[src/rtl/daytime_code_gen.sv]
// daytime_code_gen: hour-of-day counter with one-hot day-period code and change strobe
module daytime_code_gen #(
    parameter int TICKS_PER_HOUR = 60
) (
    input  logic       clk,
    input  logic       rst,
    input  logic       tick,
    input  logic       hold,
    input  logic       set_en,
    input  logic [4:0] set_hour,
    output logic [4:0] hour,
    output logic [3:0] tcode,
    output logic       tcode_chg,
    output logic       set_err
);
    localparam int CW = $clog2(TICKS_PER_HOUR);
    localparam logic [CW-1:0] LAST = CW'(TICKS_PER_HOUR - 1);

    logic [CW-1:0] sub_cnt, sub_nx;
    logic [4:0] hour_nx;
    logic [3:0] tcode_nx;
    logic set_ok, adv, wrap;

    // next-state hour/sub-count with priority set_en > hold > tick; tcode decoded from next hour
    always_comb begin
        set_ok   = set_en && set_hour <= 5'd23;
        adv      = !set_en && !hold && tick;
        wrap     = adv && sub_cnt == LAST;
        hour_nx  = set_ok ? set_hour : wrap ? (hour == 5'd23 ? 5'd0 : hour + 5'd1) : hour;
        sub_nx   = set_ok ? '0 : adv ? (wrap ? '0 : sub_cnt + CW'(1)) : sub_cnt;
        tcode_nx = hour_nx < 5'd6  ? 4'b0000 :
                   hour_nx < 5'd12 ? 4'b0001 :
                   hour_nx < 5'd17 ? 4'b0010 :
                   hour_nx < 5'd20 ? 4'b0100 : 4'b1000;
    end

    // state and output registers; change strobe compares new code against the one on the output
    always_ff @(posedge clk) begin
        if (rst) begin
            sub_cnt   <= '0;
            hour      <= '0;
            tcode     <= '0;
            tcode_chg <= 1'b0;
            set_err   <= 1'b0;
        end else begin
            sub_cnt   <= sub_nx;
            hour      <= hour_nx;
            tcode     <= tcode_nx;
            tcode_chg <= tcode_nx != tcode;
            set_err   <= set_en && set_hour > 5'd23;
        end
    end
endmodule

[config.mk]
export PLATFORM = sky130hd
export DESIGN_NAME = daytime_code_gen
export DESIGN_NICKNAME = d
export VERILOG_FILES = /design/src/rtl/daytime_code_gen.sv
export SDC_FILE = /design/constraint.sdc
export NUM_CORES = 1
export LEC_CHECK = 0
export CORE_MARGIN = 3
export CORE_UTILIZATION = 45
export DETAILED_ROUTE_END_ITERATION = 7
export HOLD_SLACK_MARGIN = 0.15
export PLACE_DENSITY = 0.73
export SYNTH_ARGS = -nofsm -noshare
export SYNTH_HDL_FRONTEND = slang
export SYNTH_SLANG_ARGS = --single-unit
[constraint.sdc]
create_clock -name clk -period 4.65 [get_ports clk]
set_clock_uncertainty 0.2 [all_clocks]
set_input_delay 1.395 -clock clk [delete_from_list [all_inputs] [get_ports clk]]
set_output_delay 1.395 -clock clk [all_outputs]
set_load 0.03 [all_outputs]
==> metrics.md <==
| Metric | Value |
|---|---|
| Outcome | complete, no violations |
| First-pass GRT wire length | around 3500 um |
| Synth Warn # | 0 |
| Routed via count | around 850 |
| CTS Root Cell | clkbuf_4 |
| Placed Instance Area | 0.00113 mm^2 |
| Initial antenna violation count | 0 |
| Top FF cell, synth | dfxtp_1 |
| Arrival time worst endpoint | just over 4 ns |
| Pwr dens | ~270 mW/mm^2 |
| Worst-Skew Late Latency | 0.29 ns |
| CTS hold repair buffers | 0 |
| Crit-path max FO | 9 |
| Unrepaired setup endpoints after global routing | false |
| Leakage power | ~0.44 nW |
| Synthesized instance count | 102 |
| DRT Pass-1 Iters | 4 |
| Num CTS Buffers | 3 |
| Commonest non-fill, non-tap cell in the layout | clkdlybuf4s50_1 |
| Max H-tree Level | 1 |
| Maximum clock path buffer count | 2 |
| Worst EP required | about 4.6 ns |
| Pin count of the biggest net entering global routing | 14 |
| Worst-path clk slew | ~0.1 ns |
| Setup crit start kind | primary input |
| IO buf count | 20 |
| Number of nets in the layout | 137 |
| Post-Syn Area | roughly 910 um^2 |
| Final Power | around 310 uW |
| IO Pins | 21 |
| GRT Util Overall | 0.174 |
| Min cycle time layout | just over 4 ns |
| Cells after DPL | between 100 and 150 |
| Die area | 0.00260 mm^2 |
| Final Cycle Share | 0.881 |
| Final setup vio count | 0 |
| CP Capture Type | flip-flop |
| ANT nets after route | 0 |
| Final Core Density | 0.638 |
| Final setup margin | approximately 0.55 ns |
| Worst Hold Slack | 0.322 ns |
| Synth async-reset ratio | 0 |
| Setup Fix Bufs, Post-CTS | 0 |
| Total routed wirelength | roughly 1900 um |
| Fraction of layout cells with a size suffix above 1 | 0.0806 |
| DR DRC count | 0 |
| Flops & latches, synth | 17 |
| Resized cells post-CTS | 0 |
| Most frequent cells in the layout | clkdlybuf4s50_1 (20), dfxtp_1 (17), nor2_1 (12) |
| Post-synthesis sequential area ratio | 0.373 |
| DR vias/cell | 5.68 |
| Final TNS setup | 0 ns |
| Maximum vdd ir drop | 0.174 mV |
| Total grt overflow | 0 |
| Area grow syn2layout | 27.4% |
| Mean Syn Cell Area | ~9 um^2 |
| Initial Util | 0.501 |
| DIE WIDTH | 51.0 um |
| Finished Cell Area | about 0.0012 mm^2 |
| Kind of critical path | in -> reg |
| Inserted Diodes | 0 |
| Max Slew Vio Count | 0 |
| Detailed Route Iter0 Violations | 18 |
| DP HPWL | approximately 1500 um |
| Core box area | about 0.0018 mm^2 |
| TritonCTS clock tree | done |
| Hold Crit Class | reg -> reg |
| Cell Count, Final, Fillers Out | roughly 150 |
| Synth cell types | a little over 40 |
| Chip height | 51.0 um |
| Maxcap violations | 0 |
| WL per Instance | roughly 13 um |
| Syn_nets | about 110 |
| Post-synth EDFFs | 0 |
| Least-Margin Pin Slew | about 0.55 ns |
| Fmax | between 0.2 and 0.25 GHz |
| Pre-CTS setup slack | 0.285 ns |
| # rows | 15 |
| CTS sink cnt | 17 |
| Final Hold Viols | 0 |
| Routability Congestion | 0.802 |
| Vias in the first global route | between 800 and 900 |
| Relative slew slack | 0.634 |
-- sequential cells by signal, summed over array words and instances, names as in the netlist --
| signal | flops |
|---|---|
| sub_cnt | 6 |
| hour | 5 |
| tcode | 4 |
| set_err | 1 |
| tcode_chg | 1 |
-- metal layers --
metal  vias up  wire [um]  GRT usage  share of wire
met4         0         23     0.0673          0.012
li1        436          -          -              -
met5         -          0          0              0
met3         4        127     0.0350          0.067
met2        31        768      0.266           0.40
met1       376        985      0.238           0.52
-- power breakdown --
part           total, mW  leakage (nW)  internal (mW)  switching [mW]
registers          0.159         0.139          0.153         0.00622
logic             0.0740         0.283         0.0342          0.0398
clock network     0.0770        0.0177         0.0320          0.0450
total              0.310         0.439          0.219          0.0910
-- synth_stat cells (2+ instances only) --
library cell	count	area share
nor2_1	12	0.049
o21ai_0	3	0.016
ha_1	2	0.027
and3_1	2	0.014
nor3b_1	2	0.016
xor2_1	3	0.029
or3_1	2	0.014
nor3_1	4	0.022
and4b_1	3	0.033
xnor2_1	2	0.019
nor2b_1	5	0.034
a31oi_1	6	0.041
nand2_1	3	0.012
a21oi_1	5	0.027
o31ai_1	2	0.016
dfxtp_1	17	0.37
nand3_1	5	0.027
-- final timing paths --
kind,startpoint,to,slack (ns),depth (start not counted)
min,sub_cnt[5]$_SDFFE_PP0P_,sub_cnt[5]$_SDFFE_PP0P_,0.32,2
min reg2reg,sub_cnt[5]$_SDFFE_PP0P_,sub_cnt[5]$_SDFFE_PP0P_,0.32,2
max reg2reg,sub_cnt[0]$_SDFFE_PP0P_,tcode_chg$_SDFF_PP0_,1.72,8
max,set_en,tcode_chg$_SDFF_PP0_,0.55,8
-- kinds of logic (layout without fill, tap and decap cells) --
group	count (synthesis)	in the layout	share of synthesized area
simple gates	51	51	0.355
compound gates	23	23	0.171
flops	17	17	0.373
xor+xnor	5	5	0.0480
buf+inv	3	25	0.0137
fa+ha+maj	2	2	0.0274
mux	1	1	0.0110
-- layout make-up --
| type | instances | area (um^2) |
|---|---|---|
| timing repair buffer | 20 | 200 |
| sequential | 17 | 340 |
| tap | 25 | 31.3 |
| clock inverter | 1 | 5.00 |
| multi-input combinational | 82 | 559 |
| inverter | 1 | 3.75 |
| clock buffer | 3 | 22.5 |
| fill | 174 | 658 |
-- worst max-delay path: stages --
cell and delay, ns:
clkdlybuf4s50_1 0.49, nand4bb_1 0.43, or4b_4 0.64, a31oi_1 0.22
nor2_1 0.13, or4b_1 0.51, o311ai_1 0.11, a31oi_1 0.12
Note: power is estimated with default switching activity, not from simulation.
